[config.mk]
export PLATFORM = sky130hd
export DESIGN_NAME = cpu_obi_port_arbiter
export DESIGN_NICKNAME = d
export VERILOG_FILES = /design/src/rtl/cpu_obi_port_arbiter.sv
export SDC_FILE = /design/constraint.sdc
export NUM_CORES = 1
export LEC_CHECK = 0
export ABC_CLOCK_PERIOD_IN_PS = 3000
export BUFFER_PORTS_ARGS = -buffer_cell sky130_fd_sc_hd__buf_2
export CAP_MARGIN = 20
export CORE_AREA = 8 8 117 119
export DETAILED_ROUTE_END_ITERATION = 10
export DIE_AREA = 0 0 125 127
export HOLD_SLACK_MARGIN = 0.12
export PLACE_DENSITY_LB_ADDON = 0.3
export SLEW_MARGIN = 20
export SYNTH_ARGS = -nofsm -noshare
export SYNTH_HDL_FRONTEND = slang
export SYNTH_SLANG_ARGS = --single-unit
[constraint.sdc]
create_clock -name clk_i -period 3 [get_ports clk_i]
set_clock_uncertainty 0.1 [all_clocks]
set_input_delay 0.15 -clock clk_i [delete_from_list [all_inputs] [get_ports clk_i]]
set_output_delay 0.15 -clock clk_i [all_outputs]
set_load 0.02 [all_outputs]
[src/rtl/cpu_obi_port_arbiter.sv]
// Merges the CPU instruction and data OBI master ports onto one OBI master port,
// with round-robin arbitration and in-order response routing. Optional perf counters: CPU_OBI_ARB_PERF_EN.

package cpu_obi_pkg;
   typedef struct packed {
      logic        req;
      logic [31:0] addr;
      logic        we;
      logic [3:0]  be;
      logic [31:0] wdata;
   } obi_req_t;

   typedef struct packed {
      logic        gnt;
      logic        rvalid;
      logic [31:0] rdata;
   } obi_resp_t;
endpackage

module cpu_obi_port_arbiter
   import cpu_obi_pkg::*;
#(
   parameter int unsigned MAX_OUTSTANDING = 2,
   parameter bit          DATA_FIRST      = 1'b1
) (
   input  logic      clk_i,
   input  logic      rst_ni,
   input  obi_req_t  instr_req_i,
   output obi_resp_t instr_resp_o,
   input  obi_req_t  data_req_i,
   output obi_resp_t data_resp_o,
   output obi_req_t  bus_req_o,
   input  obi_resp_t bus_resp_i,
   output logic [3:0] outstanding_o,
`ifdef CPU_OBI_ARB_PERF_EN
   output logic [31:0] conflict_cnt_o,
   output logic [31:0] stall_cnt_o,
`endif
   output logic      err_o
);

   localparam int unsigned PW = (MAX_OUTSTANDING > 1) ? $clog2(MAX_OUTSTANDING) : 1;
   localparam logic [PW-1:0] PTR_LAST = PW'(MAX_OUTSTANDING - 1);

   typedef enum logic {IDLE, LOCKED} state_e;

   state_e state_q, state_d;
   logic   owner_q, owner_d;
   logic   rr_ptr_q, rr_ptr_d;
   logic   err_q, err_d;

   // Owner FIFO: bit value 0 = instr, 1 = data
   logic [MAX_OUTSTANDING-1:0] fifo_q;
   logic [PW-1:0]              wptr_q, rptr_q;
   logic [3:0]                 count_q;

   logic     full, empty;
   logic     sel, sel_vld, push, pop, head;
   obi_req_t sel_req;

   assign full  = (count_q == 4'(MAX_OUTSTANDING));
   assign empty = (count_q == 4'd0);
   assign head  = fifo_q[rptr_q];

   always_comb begin
      state_d      = state_q;
      owner_d      = owner_q;
      rr_ptr_d     = rr_ptr_q;
      err_d        = err_q;
      sel          = 1'b0;
      sel_vld      = 1'b0;
      push         = 1'b0;
      pop          = 1'b0;
      sel_req      = '0;
      bus_req_o    = '0;
      instr_resp_o = '0;
      data_resp_o  = '0;

      // Outputs are forced quiet while reset is held, even with requests present
      if (rst_ni && !full) begin
         if (state_q == LOCKED) begin
            sel     = owner_q;
            sel_vld = 1'b1;
         end else if (instr_req_i.req || data_req_i.req) begin
            sel_vld = 1'b1;
            sel     = (instr_req_i.req && data_req_i.req) ? rr_ptr_q : data_req_i.req;
         end
      end

      if (sel_vld) begin
         sel_req   = sel ? data_req_i : instr_req_i;
         bus_req_o = sel_req;
         if (sel_req.req) begin
            if (bus_resp_i.gnt) begin
               push     = 1'b1;
               rr_ptr_d = ~sel;
               state_d  = IDLE;
               if (sel) data_resp_o.gnt  = 1'b1;
               else     instr_resp_o.gnt = 1'b1;
            end else begin
               state_d = LOCKED;
               owner_d = sel;
            end
         end else begin
            // Locked owner withdrew its request: forward req=0 and release
            state_d = IDLE;
         end
      end

      if (rst_ni && bus_resp_i.rvalid) begin
         if (empty) begin
            err_d = 1'b1;
         end else begin
            pop = 1'b1;
            if (head) begin
               data_resp_o.rvalid = 1'b1;
               data_resp_o.rdata  = bus_resp_i.rdata;
            end else begin
               instr_resp_o.rvalid = 1'b1;
               instr_resp_o.rdata  = bus_resp_i.rdata;
            end
         end
      end
   end

   always_ff @(posedge clk_i or negedge rst_ni) begin
      if (!rst_ni) begin
         state_q  <= IDLE;
         owner_q  <= 1'b0;
         rr_ptr_q <= DATA_FIRST;
         err_q    <= 1'b0;
      end else begin
         state_q  <= state_d;
         owner_q  <= owner_d;
         rr_ptr_q <= rr_ptr_d;
         err_q    <= err_d;
      end
   end

   always_ff @(posedge clk_i or negedge rst_ni) begin
      if (!rst_ni) begin
         fifo_q  <= '0;
         wptr_q  <= '0;
         rptr_q  <= '0;
         count_q <= '0;
      end else begin
         if (push) begin
            fifo_q[wptr_q] <= sel;
            wptr_q         <= (wptr_q == PTR_LAST) ? '0 : wptr_q + 1'b1;
         end
         if (pop) begin
            rptr_q <= (rptr_q == PTR_LAST) ? '0 : rptr_q + 1'b1;
         end
         case ({push, pop})
            2'b10:   count_q <= count_q + 4'd1;
            2'b01:   count_q <= count_q - 4'd1;
            default: count_q <= count_q;
         endcase
      end
   end

   assign outstanding_o = count_q;
   assign err_o         = err_q;

`ifdef CPU_OBI_ARB_PERF_EN
   logic [31:0] conflict_cnt_q, stall_cnt_q;
   logic        conflict_ev, stall_ev;

   assign conflict_ev = instr_req_i.req && data_req_i.req && push;
   assign stall_ev    = (instr_req_i.req || data_req_i.req) && full;

   always_ff @(posedge clk_i or negedge rst_ni) begin
      if (!rst_ni) begin
         conflict_cnt_q <= '0;
         stall_cnt_q    <= '0;
      end else begin
         if (conflict_ev && (conflict_cnt_q != 32'hFFFF_FFFF)) conflict_cnt_q <= conflict_cnt_q + 32'd1;
         if (stall_ev && (stall_cnt_q != 32'hFFFF_FFFF))       stall_cnt_q    <= stall_cnt_q + 32'd1;
      end
   end

   assign conflict_cnt_o = conflict_cnt_q;
   assign stall_cnt_o    = stall_cnt_q;
`endif

endmodule

Word level (Yosys, flattened, before mapping)
Cells that the tools add are included.
- output and inout port bits: 143
- flip-flop bits (word level): 12
- bits of input ports: 176
- word-level logic and storage cells: 69
- mux-type cells: 38
- bitwise operators: 2
- $add $sub $neg: 4
- reduce and logical (&&, ||, !) cells: 11
- magnitude comparators: 3
- equality and inequality tests: 3
- operators by type and width (operator ; count):
    $mux W33 ; 6
    $mux W70 ; 2
    $mux W1 ; 27
    $pmux W4 S2 ; 1
    $reduce_and A3 Y1 ; 2
    $add A4 B1 Y4 const B ; 1
    $eq A4 B2 Y1 const B ; 1
    $logic_and A1 B1 Y1 ; 4
    $logic_not A4 Y1 ; 1
    $lt A1 B2 Y1 const B ; 2
    $sub A4 B1 Y4 const B ; 1
    $add A1 B1 Y1 const B ; 2
    $bwmux W2 ; 1
    $eq A2 B1 Y1 const B ; 1
    $eq A2 B2 Y1 const B ; 1
    $not A1 Y1 ; 2
    $reduce_and A2 Y1 ; 1
    $reduce_bool A2 Y1 ; 1
    $demux W1 S1 ; 1
    $ge A1 B1 Y1 const B ; 1
    $logic_not A1 Y1 ; 1
    $logic_or A1 B1 Y1 ; 1

Longest topological paths before layout
- depth after elaboration: 10
- mapped depth: 11
- mapped depth without buffers: 11

Least setup slack after synthesis
OpenSTA, ideal clock, no wires.
- path kind: register to register
- start point: reg count_q[0] (netlist: outstanding_o[0])
- end point: reg count_q[2] (netlist: outstanding_o[2])
- required time: 2764 ps
- setup time: 136 ps
- data arrival time: 2374 ps
- stages on the path, launching flop included: 12
- period minus slack after synthesis: 2610 ps
- buffers on the path: 0
- path slack: 390 ps
- path through: dfrtp_1 > or4b_4 > nand2_8 > nor3_2 > inv_1 > ha_1 > xor2_1 > ha_1 > a21oi_1 > xor2_1 > nor2_1 > xor2_1
- word-level cells in the longest chain between the ends: 9
- elaborated cells on any way between the ends: 17
- classes of those cells: add/sub (2); eq/ne (3); mux (8); reduce/logical (4)
- ends and longest elaborated chain (what ; RTL line ; source):
    start: declaration ; 55 ; logic [3:0] count_q;
    start signal: assignment ; 155 ; 2'b10: count_q <= count_q + 4'd1;
    start signal: assignment ; 156 ; 2'b01: count_q <= count_q - 4'd1;
    start signal: assignment ; 157 ; default: count_q <= count_q;
    $eq A4 B2 Y1 ; 61 ; assign full = (count_q == 4'(MAX_OUTSTANDING));
    $logic_not A1 Y1 ; 80 ; if (rst_ni && !full) begin
    $logic_and A1 B1 Y1 ; 80 ;
    $mux W1 ; 80 ;
    $mux W70 ; 91 ; sel_req = sel ? data_req_i : instr_req_i;
    $mux W1 ; 93 ; if (sel_req.req) begin
    $mux W1 ; 90 ; if (sel_vld) begin
    $eq A2 B1 Y1 or $eq A2 B2 Y1 (tied branches) ; 154 ; case ({push, pop})
    $pmux W4 S2 or $reduce_bool A2 Y1 (tied branches) ; -- ;
Several ways; a longest one is shown, not always the timed one.
A chain may end at the register's enable or synchronous reset.

Worst setup path after layout
Same ends and word-level chain as after synthesis.

==> results by stage <==
Run status:
- The flow ran to the end, and the final reports show no timing, DRC or antenna violations.

Die:
- The number of standard-cell rows in the floorplan is 40.
- The area of the placeable core is about 12,000 um2.
- The floorplan step defined a die boundary enclosing about 16,000 um2.
- Measured along the y axis, the die boundary spans ~130 um.
- The initial utilization of the core area, before any placement, comes to 0.1880.
- Pin placement for this block handled around 320 I/O pins.
- The die width is around 130 um.

Clock network:
- No sink is reached through more buffers than the 2 on the longest clock path.
- Counting the buffers created by CTS gives 3.
- The CTS clock-pin slew for the worst setup and hold paths is 0.04 ns.
- For this design, the sink count on the clock tree is 12.
- CTS placed an instance of sky130_fd_sc_hd__clkbuf_16 at the clock tree root.
- The post-CTS setup-driven buffer insertion count is 0.
- The TritonCTS clock tree is yes.
- The clock insertion delay at the later pin of the skew report is between 0.2 and 0.25 ns.
- CTS built an H-tree with a depth of 1.

Placed design:
- Port buffering added between 300 and 400 buffers.
- The total half-perimeter wirelength after legalization and detailed placement is 10,160 um.
- Before CTS, the worst setup slack after placement is 0.3209 ns.
- The placed instances occupy a cell area of 3921 um2.
- The congestion estimate from routability-driven global placement came to 0.8287.

Detailed routing:
- The mean routed wirelength per cell is 14.87 um.
- The first-pass iteration count of the detailed router is 4.
- In the routed layout, each cell is associated on average with a via count of 4.271.
- After detailed routing, the number of remaining DRC violations is 0.
- The total length of routed wires is between 10,000 and 15,000 um.
- Across all layers, the routed design uses 3,515 vias.
- The count of nets left with antenna violations once routing finished came out at 0.
- In this run, the number of DRC markers left after iteration 0 of detailed routing was ~180.

Synthesis:
- Counting flops with a built-in enable in the synthesized netlist gives 0.
- For this run, the number of Yosys warnings is 0.
- The top flip-flop cell by instance count after synthesis is sky130_fd_sc_hd__dfrtp_1.
- After synthesis, the share of flip-flops with an asynchronous set or reset is 1.000.
- In this run, distinct cell masters in the synthesized netlist total 40.
- The register area share after synthesis is 0.1358.
- The average instance area after synthesis is about 6 um2.
- Counting every net in the synthesized netlist gives between 500 and 600.
- The post-synthesis cell count is about 370.
- The synthesized area is 2221 um2.
- The number of synthesized register bits is 12.

Critical path:
- STA puts the critical path data required time at 3.02 ns.
- The critical path start-end classification is register to register.
- STA classifies the critical path startpoint as a register.
- The number of cell instances on the worst register-to-register path is 11.
- The worst path arrival time is 2.73 ns.
- The type of element capturing the critical path is a register.
- The maximum fanout count along the critical path is 9.

Final layout:
- In the final design database the tool counted 856 nets.
- Relative to the synthesized area, the layout overhead comes to 81.92%.
- In the final layout, the share of cells above drive strength 1 is 0.5207.
- Leaving out fill and tap cells, the most frequent cells in the layout are sky130_fd_sc_hd__buf_2 (318), sky130_fd_sc_hd__nand2_1 (142), sky130_fd_sc_hd__a21oi_1 (70).
- The leading cell type in the layout, fill and taps excluded is sky130_fd_sc_hd__buf_2.
- The finished cells cover 4040 um2.
- The repair_antennas step left the layout with diodes totalling 0.
- Once layout is complete, the utilization of the core stands at 0.3421.

STA:
- Based on the critical path, the design can be clocked at up to 0.3688 GHz.
- The total count of hold-check failures in the final report was 0.
- The worst path in the final design needs a cycle of 2.712 ns, including I/O delays and setup.
- The final setup violation count is 0.
- The final worst setup slack is 0.2883 ns.
- The relative slew slack is 0.3243.
- Of the available clock period, the critical path in the final layout requires 0.9039.
- The final total negative setup slack is 0 ns.
- The total count of max-transition violations in the final report is 0.
- Setup repair after global routing left no endpoint under its margin.
- At the pin with the least slew margin, the transition time is 1.011 ns.

Run:
- The max-cap violation count is 0.

Power and ir drop:
- Dividing total power by cell area gives a power density of 627.5 nW/um2.
- Across the VDD grid, the largest voltage drop is about 440 uV.
- The leakage power figure is 2.530 nW.

GRT:
- The number of global-route vias before repair is 3,196.
- The first-pass GRT wire length is 18,210 um.
- The initial antenna violation count is 1.
- Across every metal layer, demand over resource in global routing totals 0.1386.
- The total overflow reported by the global router is 0.
- Entering global routing, the biggest net connects 51 pins.

Min path:
- The tightest min-delay check is of the primary input to register type.
- Along the worst hold path, the cell count comes to 3.
## cells in the mapped netlist (4+ instances only)
master	instances	area, um2
sky130_fd_sc_hd__and3_1	32	200.2
sky130_fd_sc_hd__buf_6	7	78.83
sky130_fd_sc_hd__dfrtp_1	11	275.3
sky130_fd_sc_hd__buf_2	9	45.04
sky130_fd_sc_hd__and2_1	33	206.5
sky130_fd_sc_hd__nand2_1	142	533.0
sky130_fd_sc_hd__clkbuf_1	13	48.80
sky130_fd_sc_hd__a21oi_1	70	350.3
sky130_fd_sc_hd__nor4_1	4	25.02
sky130_fd_sc_hd__xor2_1	4	35.03
## through the flow
stage	hold WS (ns)	cells	total power [W]
after detailed placement	-0.05237	816	0.002288
final	0.1395	823	0.002535
after global routing	0.1332	823	0.002743
after global placement	-0.05034	816	0.002298
after floorplan	-0.2456	371	0.001621
after CTS	0.1362	823	0.002573
## path summary, 6_finish.rpt
kind | startpoint | endpoint | slack, ns
setup reg to reg | outstanding_o[0] | outstanding_o[2] | 0.29
hold reg to reg | err_o | err_o | 0.37
hold / removal | data_req_i[69] | owner_q | 0.14
setup / recovery | outstanding_o[0] | outstanding_o[2] | 0.29
min in group asynchronous | rst_ni | outstanding_o[0] | 0.22
max in group asynchronous | rst_ni | rr_ptr_q | 2.07
## metal layers
metal	GRT usage	share of wire	vias up
met2	0.2573	0.51	140
met5	0	0.0011	-
met3	0.04825	0.085	10
met4	0.02077	0.0071	2
met1	0.1518	0.39	1520
li1	-	-	1843
## critical path, stage by stage (launching register included)
cell and delay, ns:
sky130_fd_sc_hd__dfrtp_1 0.46, sky130_fd_sc_hd__or4b_4 0.63, sky130_fd_sc_hd__nand2_8 0.13, sky130_fd_sc_hd__nor3_2 0.07
sky130_fd_sc_hd__inv_1 0.10, sky130_fd_sc_hd__ha_1 0.27, sky130_fd_sc_hd__xor2_1 0.11, sky130_fd_sc_hd__ha_1 0.18
sky130_fd_sc_hd__a21oi_1 0.14, sky130_fd_sc_hd__xor2_1 0.18, sky130_fd_sc_hd__nor2_1 0.07, sky130_fd_sc_hd__xor2_1 0.14
## state kept, by name, indices dropped and copies added (netlist names)
signal	cells
fifo_q	2
rptr_q	1
state_q	1
err_o	1
wptr_q	1
rr_ptr_q	1
owner_q	1
outstanding_o	4
## cells by family after synthesis
kind of cell	synth area share
multiplexers	0.02648
AO/OA/AOI/OAI	0.2073
flip-flops	0.1358
XOR/XNOR	0.02761
buffers and inverters	0.08733
AND/OR/NAND/NOR	0.4986
adder cells (fa/ha/maj)	0.01690
## what timing repair did
item,in CTS,in global routing
gates resized for setup,0,0
hold buffers,3,0
endpoints found under the hold margin,13,0
## where the power goes
group / switching, W / internal [W] / leakage (nW)
logic: 0.00124 / 0.000685 / 2.34
clock network: 0.0000705 / 0.000201 / 0.0442
registers: 0.0000958 / 0.000245 / 0.142
## final cells by class
class                   count  area, um2
multi-input cells         325       1738
repair buffers            332       1717
fillers                  1303       7771
clock buffers               4      88.84
inverters                   3      11.26
flip-flops and latches     12      301.5
well taps                 147      183.9
No activity file was read; power rests on OpenSTA's default activity.
